==> config.mk <==
export PLATFORM = sky130hd
export DESIGN_NAME = ace_controller_fsm_flat
export DESIGN_NICKNAME = d
export VERILOG_FILES = /design/src/rtl/ace_controller_fsm_pkg.sv /design/src/rtl/ace_controller_fsm_if.sv /design/src/rtl/ace_controller_fsm.sv /design/src/flat_wrapper.sv
export SDC_FILE = /design/constraint.sdc
export NUM_CORES = 1
export LEC_CHECK = 0
export BUFFER_PORTS_ARGS = -buffer_cell sky130_fd_sc_hd__buf_2
export CAP_MARGIN = 20
export CORE_AREA = 3 3 40 42
export DETAILED_ROUTE_END_ITERATION = 8
export DIE_AREA = 0 0 43 45
export GPL_TIMING_DRIVEN = 0
export PLACE_DENSITY_LB_ADDON = 0.3
export SYNTH_ARGS = -nofsm -noshare
export SYNTH_HDL_FRONTEND = slang
export SYNTH_SLANG_ARGS = --single-unit
==> constraint.sdc <==
create_clock -name clk -period 5.04 [get_ports clk]
set_input_delay 0.252 -clock clk [delete_from_list [all_inputs] [get_ports clk]]
set_output_delay 0.252 -clock clk [all_outputs]
set_load 0.03 [all_outputs]
==> src/rtl/ace_controller_fsm_pkg.sv <==
// ace_controller_fsm_pkg
//  Shared types for the ACE master-port control FSM:
//   ace_state_e - controller states
//   ace_ctl_t   - bundle of every control output, built in one place by the
//                 next-state logic and fanned out to ports by the top
package ace_controller_fsm_pkg;

  typedef enum logic [3:0] {
    IDLE      = 4'd0,
    WR_ADDR   = 4'd1,
    WR_DATA   = 4'd2,
    WR_RESP   = 4'd3,
    RD_ADDR   = 4'd4,
    RD_RESP   = 4'd5,
    MU_ADDR   = 4'd6,
    MU_RESP   = 4'd7,
    SN_LOOKUP = 4'd8,
    SN_CR     = 4'd9,
    SN_CD     = 4'd10
  } ace_state_e;

  typedef struct packed {
    logic ace_ready;
    logic write_clean;
    logic read_shared;
    logic make_unique;
    logic read_resp_en;
    logic ac_enable;
    logic aw_valid;
    logic w_valid;
    logic b_ready;
    logic ar_valid;
    logic r_ready;
    logic ac_ready;
    logic cr_valid;
    logic cd_valid;
  } ace_ctl_t;

  // True for states that own an outstanding master transaction.
  function automatic logic is_master_state(input ace_state_e s);
    return (s inside {WR_ADDR, WR_DATA, WR_RESP, RD_ADDR, RD_RESP, MU_ADDR, MU_RESP});
  endfunction

endpackage

==> src/rtl/ace_controller_fsm_if.sv <==
// ace_controller_fsm_if
//  ACE channel handshakes between the cache controller and the interconnect.
//  Only VALID/READY plus the decoded OKAY flags travel here; addresses and
//  data stay in the cache datapath.
//   master : controller side (drives AW/W/AR VALID, B/R READY, AC READY,
//            CR/CD VALID)
//   slave  : interconnect side
interface ace_controller_fsm_if;
  logic AW_VALID, AW_READY;
  logic W_VALID,  W_READY;
  logic B_VALID,  B_READY, B_okay;
  logic AR_VALID, AR_READY;
  logic R_VALID,  R_READY, R_okay;
  logic AC_VALID, AC_READY;
  logic CR_VALID, CR_READY;
  logic CD_VALID, CD_READY;

  modport master (
    output AW_VALID, W_VALID, B_READY, AR_VALID, R_READY, AC_READY, CR_VALID, CD_VALID,
    input  AW_READY, W_READY, B_VALID, B_okay, AR_READY, R_VALID, R_okay,
           AC_VALID, CR_READY, CD_READY
  );

  modport slave (
    input  AW_VALID, W_VALID, B_READY, AR_VALID, R_READY, AC_READY, CR_VALID, CD_VALID,
    output AW_READY, W_READY, B_VALID, B_okay, AR_READY, R_VALID, R_okay,
           AC_VALID, CR_READY, CD_READY
  );
endinterface

==> src/rtl/ace_controller_fsm.sv <==
// ace_controller_fsm
//  Control FSM of the cache's ACE master port. Converts datapath requests
//  into ACE transactions and serves incoming snoops:
//   write_req   -> WriteClean (AW, W, B)
//   read_req    -> ReadShared (AR, R)
//   invalid_req -> MakeUnique (AR, R, no data)
//   AC snoop    -> lookup, CR response, optional CD data
//  Ports:
//   clk, rst_n                  clock, synchronous active-low reset
//   read_req/write_req/invalid_req  datapath requests (sampled in IDLE only)
//   ace_ready                   idle, a request will be taken
//   invalid/snoop_miss/response/response_data  snoop lookup result
//   make_unique_o/read_shared_o/write_clean_o  datapath command select
//   read_resp_en                capture R data (OKAY ReadShared beat)
//   ac_enable                   capture AC address, start snoop lookup
//   ace                         ACE handshakes (master modport)
//  Non-OKAY B/R responses restart the transaction from its address phase.
import ace_controller_fsm_pkg::*;

module ace_controller_fsm (
  input  logic clk,
  input  logic rst_n,
  input  logic read_req,
  input  logic write_req,
  input  logic invalid_req,
  output logic ace_ready,
  input  logic invalid,
  input  logic snoop_miss,
  input  logic response,
  input  logic response_data,
  output logic make_unique_o,
  output logic read_shared_o,
  output logic write_clean_o,
  output logic read_resp_en,
  output logic ac_enable,
  ace_controller_fsm_if.master ace
);

  ace_state_e state_q, state_d;
  logic       sn_data_q, sn_data_d;  // snoop must follow CR with CD
  ace_ctl_t   ctl;
  logic       any_req;

  assign any_req = write_req | read_req | invalid_req;

  always_ff @(posedge clk) begin
    if (!rst_n) begin
      state_q   <= IDLE;
      sn_data_q <= 1'b0;
    end else begin
      state_q   <= state_d;
      sn_data_q <= sn_data_d;
    end
  end

  // Next state and outputs. While reset is held every output is forced low,
  // so nothing escapes even before the first reset edge lands.
  always_comb begin
    ctl       = '0;
    state_d   = state_q;
    sn_data_d = sn_data_q;
    if (!rst_n) begin
      state_d   = IDLE;
      sn_data_d = 1'b0;
    end else begin
      case (state_q)
        IDLE: begin
          ctl.ace_ready = 1'b1;
          // A request in the same cycle wins; the snoop stays pending on AC.
          ctl.ac_ready  = !any_req;
          if (write_req)          state_d = WR_ADDR;
          else if (read_req)      state_d = RD_ADDR;
          else if (invalid_req)   state_d = MU_ADDR;
          else if (ace.AC_VALID) begin
            ctl.ac_enable = 1'b1;
            state_d       = SN_LOOKUP;
          end
        end
        WR_ADDR: begin
          ctl.aw_valid    = 1'b1;
          ctl.write_clean = 1'b1;
          if (ace.AW_READY) state_d = WR_DATA;
        end
        WR_DATA: begin
          ctl.w_valid     = 1'b1;
          ctl.write_clean = 1'b1;
          if (ace.W_READY) state_d = WR_RESP;
        end
        WR_RESP: begin
          ctl.b_ready = 1'b1;
          if (ace.B_VALID) state_d = ace.B_okay ? IDLE : WR_ADDR;
        end
        RD_ADDR: begin
          ctl.ar_valid    = 1'b1;
          ctl.read_shared = 1'b1;
          if (ace.AR_READY) state_d = RD_RESP;
        end
        RD_RESP: begin
          ctl.r_ready = 1'b1;
          if (ace.R_VALID) begin
            if (ace.R_okay) begin
              ctl.read_resp_en = 1'b1;
              state_d          = IDLE;
            end else begin
              state_d = RD_ADDR;
            end
          end
        end
        MU_ADDR: begin
          ctl.ar_valid    = 1'b1;
          ctl.make_unique = 1'b1;
          if (ace.AR_READY) state_d = MU_RESP;
        end
        MU_RESP: begin
          ctl.r_ready = 1'b1;
          if (ace.R_VALID) state_d = ace.R_okay ? IDLE : MU_ADDR;
        end
        SN_LOOKUP: begin
          // Miss/invalid outranks a stray hit indication: no data to return.
          if (snoop_miss | invalid) begin
            sn_data_d = 1'b0;
            state_d   = SN_CR;
          end else if (response) begin
            sn_data_d = response_data;
            state_d   = SN_CR;
          end
        end
        SN_CR: begin
          ctl.cr_valid = 1'b1;
          if (ace.CR_READY) state_d = sn_data_q ? SN_CD : IDLE;
        end
        SN_CD: begin
          ctl.cd_valid = 1'b1;
          if (ace.CD_READY) state_d = IDLE;
        end
        default: state_d = IDLE;
      endcase
    end
  end

  assign ace_ready     = ctl.ace_ready;
  assign write_clean_o = ctl.write_clean;
  assign read_shared_o = ctl.read_shared;
  assign make_unique_o = ctl.make_unique;
  assign read_resp_en  = ctl.read_resp_en;
  assign ac_enable     = ctl.ac_enable;
  assign ace.AW_VALID  = ctl.aw_valid;
  assign ace.W_VALID   = ctl.w_valid;
  assign ace.B_READY   = ctl.b_ready;
  assign ace.AR_VALID  = ctl.ar_valid;
  assign ace.R_READY   = ctl.r_ready;
  assign ace.AC_READY  = ctl.ac_ready;
  assign ace.CR_VALID  = ctl.cr_valid;
  assign ace.CD_VALID  = ctl.cd_valid;

endmodule

==> src/flat_wrapper.sv <==
// flat-port wrapper written by rule: the top's interface ports become plain ports
module ace_controller_fsm_flat 
  (clk, rst_n, read_req, write_req, invalid_req, ace_ready, invalid, snoop_miss, response, response_data, make_unique_o, read_shared_o, write_clean_o, read_resp_en, ac_enable, ace_AW_VALID, ace_W_VALID, ace_B_READY, ace_AR_VALID, ace_R_READY, ace_AC_READY, ace_CR_VALID, ace_CD_VALID, ace_AW_READY, ace_W_READY, ace_B_VALID, ace_B_okay, ace_AR_READY, ace_R_VALID, ace_R_okay, ace_AC_VALID, ace_CR_READY, ace_CD_READY);
  ace_controller_fsm_if ace_i ();
  input  logic clk;
  input  logic rst_n;
  input  logic read_req;
  input  logic write_req;
  input  logic invalid_req;
  output logic ace_ready;
  input  logic invalid;
  input  logic snoop_miss;
  input  logic response;
  input  logic response_data;
  output logic make_unique_o;
  output logic read_shared_o;
  output logic write_clean_o;
  output logic read_resp_en;
  output logic ac_enable;
  output wire logic [$bits(ace_i.AW_VALID)-1:0] ace_AW_VALID;
  output wire logic [$bits(ace_i.W_VALID)-1:0] ace_W_VALID;
  output wire logic [$bits(ace_i.B_READY)-1:0] ace_B_READY;
  output wire logic [$bits(ace_i.AR_VALID)-1:0] ace_AR_VALID;
  output wire logic [$bits(ace_i.R_READY)-1:0] ace_R_READY;
  output wire logic [$bits(ace_i.AC_READY)-1:0] ace_AC_READY;
  output wire logic [$bits(ace_i.CR_VALID)-1:0] ace_CR_VALID;
  output wire logic [$bits(ace_i.CD_VALID)-1:0] ace_CD_VALID;
  input wire logic [$bits(ace_i.AW_READY)-1:0] ace_AW_READY;
  input wire logic [$bits(ace_i.W_READY)-1:0] ace_W_READY;
  input wire logic [$bits(ace_i.B_VALID)-1:0] ace_B_VALID;
  input wire logic [$bits(ace_i.B_okay)-1:0] ace_B_okay;
  input wire logic [$bits(ace_i.AR_READY)-1:0] ace_AR_READY;
  input wire logic [$bits(ace_i.R_VALID)-1:0] ace_R_VALID;
  input wire logic [$bits(ace_i.R_okay)-1:0] ace_R_okay;
  input wire logic [$bits(ace_i.AC_VALID)-1:0] ace_AC_VALID;
  input wire logic [$bits(ace_i.CR_READY)-1:0] ace_CR_READY;
  input wire logic [$bits(ace_i.CD_READY)-1:0] ace_CD_READY;
  assign ace_AW_VALID = ace_i.AW_VALID;
  assign ace_W_VALID = ace_i.W_VALID;
  assign ace_B_READY = ace_i.B_READY;
  assign ace_AR_VALID = ace_i.AR_VALID;
  assign ace_R_READY = ace_i.R_READY;
  assign ace_AC_READY = ace_i.AC_READY;
  assign ace_CR_VALID = ace_i.CR_VALID;
  assign ace_CD_VALID = ace_i.CD_VALID;
  assign ace_i.AW_READY = ace_AW_READY;
  assign ace_i.W_READY = ace_W_READY;
  assign ace_i.B_VALID = ace_B_VALID;
  assign ace_i.B_okay = ace_B_okay;
  assign ace_i.AR_READY = ace_AR_READY;
  assign ace_i.R_VALID = ace_R_VALID;
  assign ace_i.R_okay = ace_R_okay;
  assign ace_i.AC_VALID = ace_AC_VALID;
  assign ace_i.CR_READY = ace_CR_READY;
  assign ace_i.CD_READY = ace_CD_READY;
  ace_controller_fsm u_core (.clk(clk), .rst_n(rst_n), .read_req(read_req), .write_req(write_req), .invalid_req(invalid_req), .ace_ready(ace_ready), .invalid(invalid), .snoop_miss(snoop_miss), .response(response), .response_data(response_data), .make_unique_o(make_unique_o), .read_shared_o(read_shared_o), .write_clean_o(write_clean_o), .read_resp_en(read_resp_en), .ac_enable(ac_enable), .ace(ace_i));
endmodule
; Word-level counts from Yosys, hierarchy flattened
; Index checks and enable logic that the tools add are counted.
[op_classes]
bitwise = 3
n_eq_ne = 21
n_mux = 43
n_reduce_logical = 8
[ops]
columns = op, n
row1 = $mux 4, 16
row2 = $pmux 4 s11, 1
row3 = $mux 1, 23
row4 = $ne 2x2->1 const B, 9
row5 = $eq 4x3->1 const B, 4
row6 = $mux 14, 1
row7 = $eq 4x4->1 const B, 3
row8 = $reduce_and 11->1, 1
row9 = $eq 4x2->1 const B, 2
row10 = $mux 3, 2
row11 = $reduce_or 2->1, 3
row12 = $ne 5x5->1 const B, 1
row13 = $eq 4x1->1 const B, 1
row14 = $logic_not 4->1, 1
row15 = $ne 3x2->1 const B, 1
row16 = $or 1x1->1, 3
row17 = $reduce_and 2->1, 1
row18 = $reduce_bool 2->1, 1
row19 = $logic_not 1->1, 1
[word_totals]
reg_bits = 5

; Logic depth before layout (Yosys ltp)
; Gate-level depths: netlist (run 1).
[depth]
ltp_word = 6
ltp_mapped = 6
depth_no_buf = 5

; Worst setup path before layout (run 1)
; Ideal clock, no wire load.
[synth_path]
path_type = register to output
start = register u_core.state_q[3]
end = output port write_clean_o
slack_ns = 3.021
required_time_ns = 4.788
path_stages_with_launch = 6
t_arrival_ns = 1.767
path_cell_list = dfxtp_1 > clkbuf_1 > nor2b_1 > nand2_1 > nor3_1 > or2_2
[synth_via]
elab_chain_cells = 4
elab_cells_between_ends = 5
classes_between = 2 x eq/ne / 2 x mux / 1 x reduce/logical
[synth_lines]
columns = element, line_no
row1 = start: declaration, ace_controller_fsm.sv:39  ; ace_state_e state_q, state_d;
row2 = start signal: assignment, ace_controller_fsm.sv:51  ; state_q <= state_d;
row3 = $eq 4x1->1 / $eq 4x2->1 (equally long branches), ace_controller_fsm.sv:66  ; case (state_q)
row4 = $reduce_or 2->1 (no line) (*), --
row5 = $mux 1 (*), ace_controller_fsm.sv:66
row6 = $mux 14 (*), ace_controller_fsm.sv:62  ; if (!rst_n) begin
row7 = end: declaration, flat_wrapper.sv:17  ; output logic write_clean_o;
; Mark *: on every way between the ends. The rest lies on a longest branch, timed or not.

; Worst setup path in the final report (run 1)
; Ends and elaborated chain as after synthesis.

==> results of run 1 <==
layer usage:
metal | GRT usage (%) | wire length [µm] | share of wire [%]
met5 | 0 | 0 | 0
met4 | 10.2 | 36 | 2.1
met3 | 0.797 | 152 | 8.8
met2 | 31.4 | 813 | 47
met1 | 23.6 | 717 | 42
kinds of logic (layout without fill, tap and decap cells):
logic type | count (synthesis) | count (layout) | synth area share [%]
muxes | 4 | 4 | 6.77
buffers and inverters | 9 | 45 | 8.67
AOI/OAI and AO/OA | 18 | 18 | 25.8
DFF | 5 | 5 | 16.9
and+or+nand+nor | 45 | 45 | 41.9
worst max-delay path, delay by kind of cell, from the launching register on:
kind / cells / cell delay, ns
AND/OR/NAND/NOR: 4 / 0.58
buffers and inverters: 2 / 0.56
flip-flops: 1 / 0.46
registers in the layout, summed over array words and instances (netlist names):
register,count
u_core.state_q,4
u_core.sn_data_q,1
power by group:
part | internal [W] | leakage (nW) | switching [W]
combinational | 0.000106 | 0.333 | 0.000155
sequential | 0.0000506 | 0.0410 | 0.0000104
clock | 0.0000300 | 0.0150 | 0.0000177
metrics by stage:
stage / setup slack, ns / hold slack [ns] / utilization, % / total power [W] / std cells
after CTS: 2.97 / 0.287 / 62.0 / 0.000368 / 132
after detailed placement: 3.24 / 0.542 / 60.0 / 0.000318 / 128
after global routing: 2.84 / 0.323 / 62.0 / 0.000395 / 132
after global placement: 3.26 / 0.533 / 60.0 / 0.000316 / 128
after floorplan: 3.02 / 0.410 / - / 0.000263 / 81
final: 2.95 / 0.288 / 62.0 / 0.000370 / 132
Yosys cell counts (all sizes together), types with 2 or more instances:
cell,count,share of area [%]
nor3,3,2.5
nand2b,2,2.1
buf,4,5.5
nor4b,2,3.0
or4b,2,3.4
a21oi,3,3.2
inv,2,1.3
o22ai,2,2.1
mux2i,4,6.8
o21ai,4,3.4
and3,3,3.2
and2,2,2.1
clkbuf,3,1.9
nor2b,3,3.2
nand2,9,5.7
nor3b,2,2.5
nor2,11,7.0
dfxtp,5,17
area by class of cell:
| cell class | instances | area share [%] |
|---|---|---|
| well taps | 15 | 2.35 |
| multi-input cells | 67 | 55.3 |
| inverters | 2 | 0.942 |
| clock buffers | 4 | 3.30 |
| repair buffers | 32 | 20.1 |
| plain buffers | 7 | 5.49 |
| flip-flops and latches | 5 | 12.6 |
how the worst max path moves through the flow:
| stage | end | slack, ns | cells past startpoint |
|---|---|---|---|
| floorplan | write_clean_o | 3.02 | 5 |
| global placement | write_clean_o | 3.26 | 6 |
| detailed placement | u_core.state_q[1] | 3.24 | 6 |
| CTS | write_clean_o | 2.97 | 6 |
| global route | write_clean_o | 2.84 | 6 |
| finish | write_clean_o | 2.95 | 6 |
==> flow_summary.rst, run 1 <==
.. list-table::
   :header-rows: 1

   * - Metric
     - Value
   * - End of the worst register-to-register path
     - u_core.state_q[1]
   * - Diode insertion count for antenna repair
     - 0
   * - Die Footprint
     - 1940 µm²
   * - Setup-failing EPs final
     - 0
   * - Most common library cell in the layout ignoring fill and taps
     - buf_2
   * - Warnings from Yosys
     - 0
   * - Antenna violations before repair
     - 0
   * - Area of combinational cells with multiple inputs
     - 440 µm²
   * - Least-Margin Pin Slew
     - 0.564 ns
   * - Crit path DAT
     - 1.84 ns
   * - Largest net degree at the start of global routing
     - 11
   * - Via count
     - 729
   * - Detail-routed net length per standard cell
     - 13.0 µm
   * - Post-cts gate resize count
     - 0
   * - Clock insertion delay at the later pin of the skew report
     - 0.25 ns
   * - Count of nets left with antenna violations after detail routing
     - 0
   * - Starting density of the core
     - 46.1%
   * - WHS Endpoint
     - u_core.sn_data_q
   * - Final total negative setup slack
     - 0 ns
   * - First-pass iteration count of the detailed router
     - 4
   * - DRC Markers
     - 0
   * - First-pass GRT wire length
     - 2.75 mm
   * - Number of nets produced by synthesis
     - 100
   * - Overflow after GRT
     - 0
   * - Buffers inserted by post-CTS timing repair
     - 0
   * - Top fanout value on the critical path
     - 10
   * - Distinct cell type count after synthesis
     - 36
   * - Worst setup path startpoint
     - u_core.state_q[3]
   * - Routed Wire Length
     - 1.72 mm
   * - Nets
     - 137
   * - Die Y
     - 45 µm
   * - Setup repair after global routing missed its margin
     - false
   * - DRC marker count from the first detailed-route iteration
     - 44
   * - Worst path max stage delay
     - 0.46 ns
   * - GRT Overall Usage
     - 18.5%
   * - Final-report max-slew violation count
     - 0
   * - Share of final-layout standard cells stronger than drive strength 1
     - 38.5%
   * - Number of buffers created by CTS
     - 3
   * - Max-capacitance violation count
     - 0
   * - Average cell area after synthesis
     - 7.31 µm²
   * - Number of primary I/O pins
     - 33
   * - Worst VDD drop
     - 0.000193 V
   * - Leakage power figure
     - 0.389 nW
   * - Clock period minus final worst setup slack
     - 2.09 ns
   * - Area of placed instances
     - 771 µm²
   * - Hold WC Path Type
     - input port to register
   * - Worst flop-to-flop path startpoint
     - u_core.state_q[2]
   * - Last weighted congestion value of the routability-driven placer
     - 0.857
   * - Summed instance area of the synthesized netlist
     - 592 µm²
   * - Type of destination of the critical path
     - primary output
   * - Clock tree skew after final layout
     - 0.00851 ns
   * - Placeable Area
     - 1280 µm²
   * - Filler Cells Inserted
     - 121
   * - Max clock buf depth
     - 2
   * - Gate Count Post-Synth
     - 81
   * - Number of synthesized flops with an enable pin
     - 0
   * - Remaining max-slew budget at the tightest pin
     - 61.9%
   * - Status
     - completed
   * - Required time at the endpoint of the critical path
     - 4.79 ns
   * - Critical Path Slowest Stage Cell
     - dfxtp_1
   * - Most frequent cells in the layout
     - buf_2, nor2_1, nand2_1
   * - Number of standard-cell rows in the floorplan
     - 13
   * - Kind of launch point of the worst setup path
     - register
   * - Storage cell area
     - 100 µm²
   * - Clock transition at the registers of the reported paths
     - 0.05 ns
   * - Share of the clock period used by the worst path
     - 41.6%
   * - Proportion of register bits with asynchronous set or reset after synthesis
     - 0%
   * - Synthesis-to-finish area growth
     - 34.7%
   * - Number of failing hold endpoints at the final stage
     - 0
   * - Worst Path Class, Setup
     - register to primary output
   * - Vias in the first global route
     - 655
   * - Setup slack of the worst register-to-register path
     - 3.21 ns
   * - Number of cells on the worst reg-to-reg path
     - 6
   * - TritonCTS clock tree
     - built
   * - Timing-limited maximum frequency
     - 477 MHz
   * - Register area share after synthesis
     - 16.9%
   * - Pwr/cell area
     - 464 nW/µm²
   * - Post-detail-place hpwl
     - 1.34 mm
   * - H-tree levels
     - 1
   * - Count of input and output buffers
     - 32
   * - List of cells traversed by the critical path
     - clkbuf_1 > nor2b_1 > nand2_1 > nor3_1 > or2_2 > buf_2
   * - Number of register bits inferred by synthesis
     - 5
   * - Clk sink count
     - 5
   * - Die X
     - 43 µm
   * - Hold_buf cts
     - 0
   * - Clock root cell
     - clkbuf_4
   * - Worst Hold Path Cells
     - 3
   * - Hold_sp
     - response_data
   * - Most used flip-flop cell after synthesis
     - dfxtp_1
   * - Post-layout instance area
     - 797 µm²
   * - Vias/cell
     - 5.52
No activity file was read; power rests on OpenSTA's default activity.
==> inputs of run 2 (changes only) <==
CORE_AREA = not set   (was 3 3 40 42)
CORE_MARGIN = 3   (was not set)
CORE_UTILIZATION = 38   (was not set)
DIE_AREA = not set   (was 0 0 43 45)
clock period = 1.8 ns   (was 5.04 ns; I/O delays follow)
==> run 2 against run 1 <==
Core utilization shrank 2.5 points. Count of clock-buffer cells in the layout stayed put. Sequential share of layout area down 0.25 points. Design area is 3.3% higher. Die area is 6.8% higher. Critical path depth did not move.
==> flow_summary.rst, run 2 (synthesis results as in run 1) <==
.. list-table::
   :header-rows: 1

   * - Metric
     - Value
   * - Die Footprint
     - 2070 µm² (was 1940 µm²)
   * - Clock insertion delay at the later pin of the skew report
     - 0.25 ns (about the same)
   * - Last weighted congestion value of the routability-driven placer
     - 0.844 (was 0.857)
   * - Worst Hold Path Cells
     - 3 (unchanged)
   * - Worst Path Class, Setup
     - register to primary output (unchanged)
   * - First-pass GRT wire length
     - 2.60 mm (was 2.75 mm)
   * - Worst VDD drop
     - 0.000620 V (was 0.000193 V)
   * - Final-report max-slew violation count
     - 0 (unchanged)
   * - GRT Overall Usage
     - 17.0% (was 18.5%)
   * - Cell count after placement
     - 128 (unchanged)
   * - Pwr/cell area
     - 1290 nW/µm² (was 464 nW/µm²)
   * - Detail-routed net length per standard cell
     - 13.0 µm (about the same)
   * - Synthesis-to-finish area growth
     - 39.1% (was 34.7%)
   * - Leakage power figure
     - 0.397 nW (was 0.389 nW)
   * - Fin util
     - 59.5% (was 62.0%)
   * - Largest net degree at the start of global routing
     - 11 (unchanged)
   * - Hold WC Path Type
     - input port to register (unchanged)
   * - Setup repair after global routing missed its margin
     - true (was false)
   * - Clock tree skew after final layout
     - 0.000742 ns (was 0.00851 ns)
   * - Clock transition at the registers of the reported paths
     - 0.05 ns (about the same)
   * - Met2 GRT Util
     - 26.5% (was 31.4%)
   * - Timing-limited maximum frequency
     - 580 MHz
   * - Type of destination of the critical path
     - primary output (unchanged)
   * - TritonCTS clock tree
     - built (unchanged)
   * - Number of buffers created by CTS
     - 3 (unchanged)
   * - Largest reg by FF count
     - u_core.state_q (unchanged)
   * - Number of primary I/O pins
     - 33 (unchanged)
   * - Filler Cells Inserted
     - 129 (was 121)
   * - DRC Markers
     - 0 (unchanged)
   * - Count of nets left with antenna violations after detail routing
     - 0 (unchanged)
   * - Placeable Area
     - 1380 µm² (was 1280 µm²)
   * - H-tree levels
     - 1 (unchanged)
   * - Nets
     - 137 (unchanged)
   * - Leading registers by flop count
     - u_core.state_q (4), u_core.sn_data_q (1) (unchanged)
   * - Reg power frac
     - 16.4% (was 16.5%)
   * - DRC marker count from the first detailed-route iteration
     - 15 (was 44)
   * - Status
     - completed (unchanged)
   * - Die Y
     - 45.5 µm (was 45 µm)
   * - Share of the clock period used by the worst path
     - 95.8%
   * - Diode insertion count for antenna repair
     - 0 (unchanged)
   * - Die X
     - 45.5 µm (was 43 µm)
   * - Clk sink count
     - 5 (unchanged)
   * - Crit path DAT
     - 1.63 ns (was 1.84 ns)
   * - Least-Margin Pin Slew
     - 0.399 ns (was 0.564 ns)
   * - Vias in the first global route
     - 603 (was 655)
   * - Net switching component of the power
     - 0.000524 W (was 0.000183 W)
   * - Setup-failing EPs final
     - 0 (unchanged)
   * - Required time at the endpoint of the critical path
     - 1.71 ns (was 4.79 ns)
   * - Most used routing layer in global routing
     - met2 (unchanged)
   * - Most frequent cells in the layout
     - buf_2, nor2_1, nand2_1 (unchanged)
   * - Share of final-layout standard cells stronger than drive strength 1
     - 43.6% (was 38.5%)
   * - Routed Wire Length
     - 1.71 mm (was 1.72 mm)
   * - Clock network fraction of design power
     - 12.7% (was 12.9%)
   * - Clock root cell
     - clkbuf_4 (unchanged)
   * - Top fanout value on the critical path
     - 7 (was 10)
   * - Max reg flops
     - 4 (unchanged)
   * - M1 GR Usage
     - 22.9% (was 23.6%)
   * - Share of power burned in combinational logic
     - 70.8% (was 70.6%)
   * - Clock period minus final worst setup slack
     - 1.72 ns
   * - Design Power
     - 0.00106 W (was 0.000370 W)
   * - Via count
     - 708 (was 729)
   * - Number of cells on the worst reg-to-reg path
     - 6 (unchanged)
   * - Number of standard-cell rows in the floorplan
     - 13 (unchanged)
   * - Antenna violations before repair
     - 0 (unchanged)
   * - Switching Fraction
     - 49.4% (was 49.5%)
   * - Kind of launch point of the worst setup path
     - register (unchanged)
   * - Count of input and output buffers
     - 32 (unchanged)
   * - Starting density of the core
     - 42.8% (was 46.1%)
   * - GRT met3 Usage
     - 4.74% (was 0.797%)
   * - Cell Int Power
     - 0.000537 W (was 0.000187 W)
   * - Overflow after GRT
     - 0 (unchanged)
   * - Post-detail-place hpwl
     - 1.32 mm (was 1.34 mm)
   * - Most common library cell in the layout ignoring fill and taps
     - buf_2 (unchanged)
   * - Remaining max-slew budget at the tightest pin
     - 73.4% (was 61.9%)
   * - Max-capacitance violation count
     - 0 (unchanged)
   * - Vias/cell
     - 5.36 (was 5.52)
   * - First-pass iteration count of the detailed router
     - 4 (unchanged)
   * - Number of failing hold endpoints at the final stage
     - 0 (unchanged)
   * - Post-route insts no fill
     - 132 (unchanged)
   * - Max clock buf depth
     - 2 (unchanged)
run 2: cell count changes in the layout (fill, tap and decap cells not counted), sizes merged:
cell	change
buf	-2
clkbuf	+2
run 2: final cells by class:
type | count | area, µm² | share of cell area [%]
buffer | 7 | 50.0 | 6.08
clock buffer | 4 | 26.3 | 3.19
inverter | 2 | 7.51 | 0.912
multi-input combinational | 67 | 457 | 55.5
sequential | 5 | 101 | 12.3
tap | 15 | 18.8 | 2.28
timing repair buffer | 32 | 163 | 19.8
run 2: what timing repair did:
action | in CTS | in global routing
setup buffers | 0 | 0
setup endpoints to repair | 2 | 9
hold buffers | 0 | 0
resized for setup | 1 | 8
run 2: per-stage QoR:
stage / hold WS [ns] / setup TNS (ns) / setup WS [ns] / instance area (µm²)
after CTS: 0.124 / 0 / 0.00115 / 803
final: 0.123 / 0 / 0.0760 / 823
after global routing: 0.129 / -0.0467 / -0.0443 / 823
after detailed placement: 0.376 / 0 / 0.0218 / 776
after floorplan: 0.248 / 0 / 0.0670 / 597
after global placement: 0.362 / 0 / 0.0257 / 776
run 2: worst paths after layout:
path	from	to	slack (ns)
setup / recovery	u_core.state_q[0]	ac_enable	0.08
hold / removal	response_data	u_core.sn_data_q	0.12
hold reg to reg	u_core.sn_data_q	u_core.sn_data_q	0.53
setup reg to reg	u_core.state_q[0]	u_core.state_q[1]	0.09
run 2: worst max-delay path, stage by stage, from the launching register on:
cell and delay, ns:
dfxtp_1 0.30, buf_6 0.13, or3_1 0.35, buf_6 0.15
nor2_2 0.12, and3_1 0.16, clkbuf_4 0.18
run 2: power by group through the flow:
stage / logic, W / registers (W) / clock network [W]
floorplan: 0.000577 / 0.000164 / 0
global placement: 0.000720 / 0.000172 / 0
detailed placement: 0.000723 / 0.000173 / 0
CTS: 0.000725 / 0.000171 / 0.000136
global route: 0.000808 / 0.000183 / 0.000147
finish: 0.000751 / 0.000174 / 0.000135
run 2: metal layers:
| metal | routed length (µm) | up-vias |
|---|---|---|
| li1 | - | 368 |
| met1 | 749 | 306 |
| met2 | 835 | 34 |
| met3 | 130 | 0 |
| met4 | 0 | 0 |
| met5 | 0 | - |
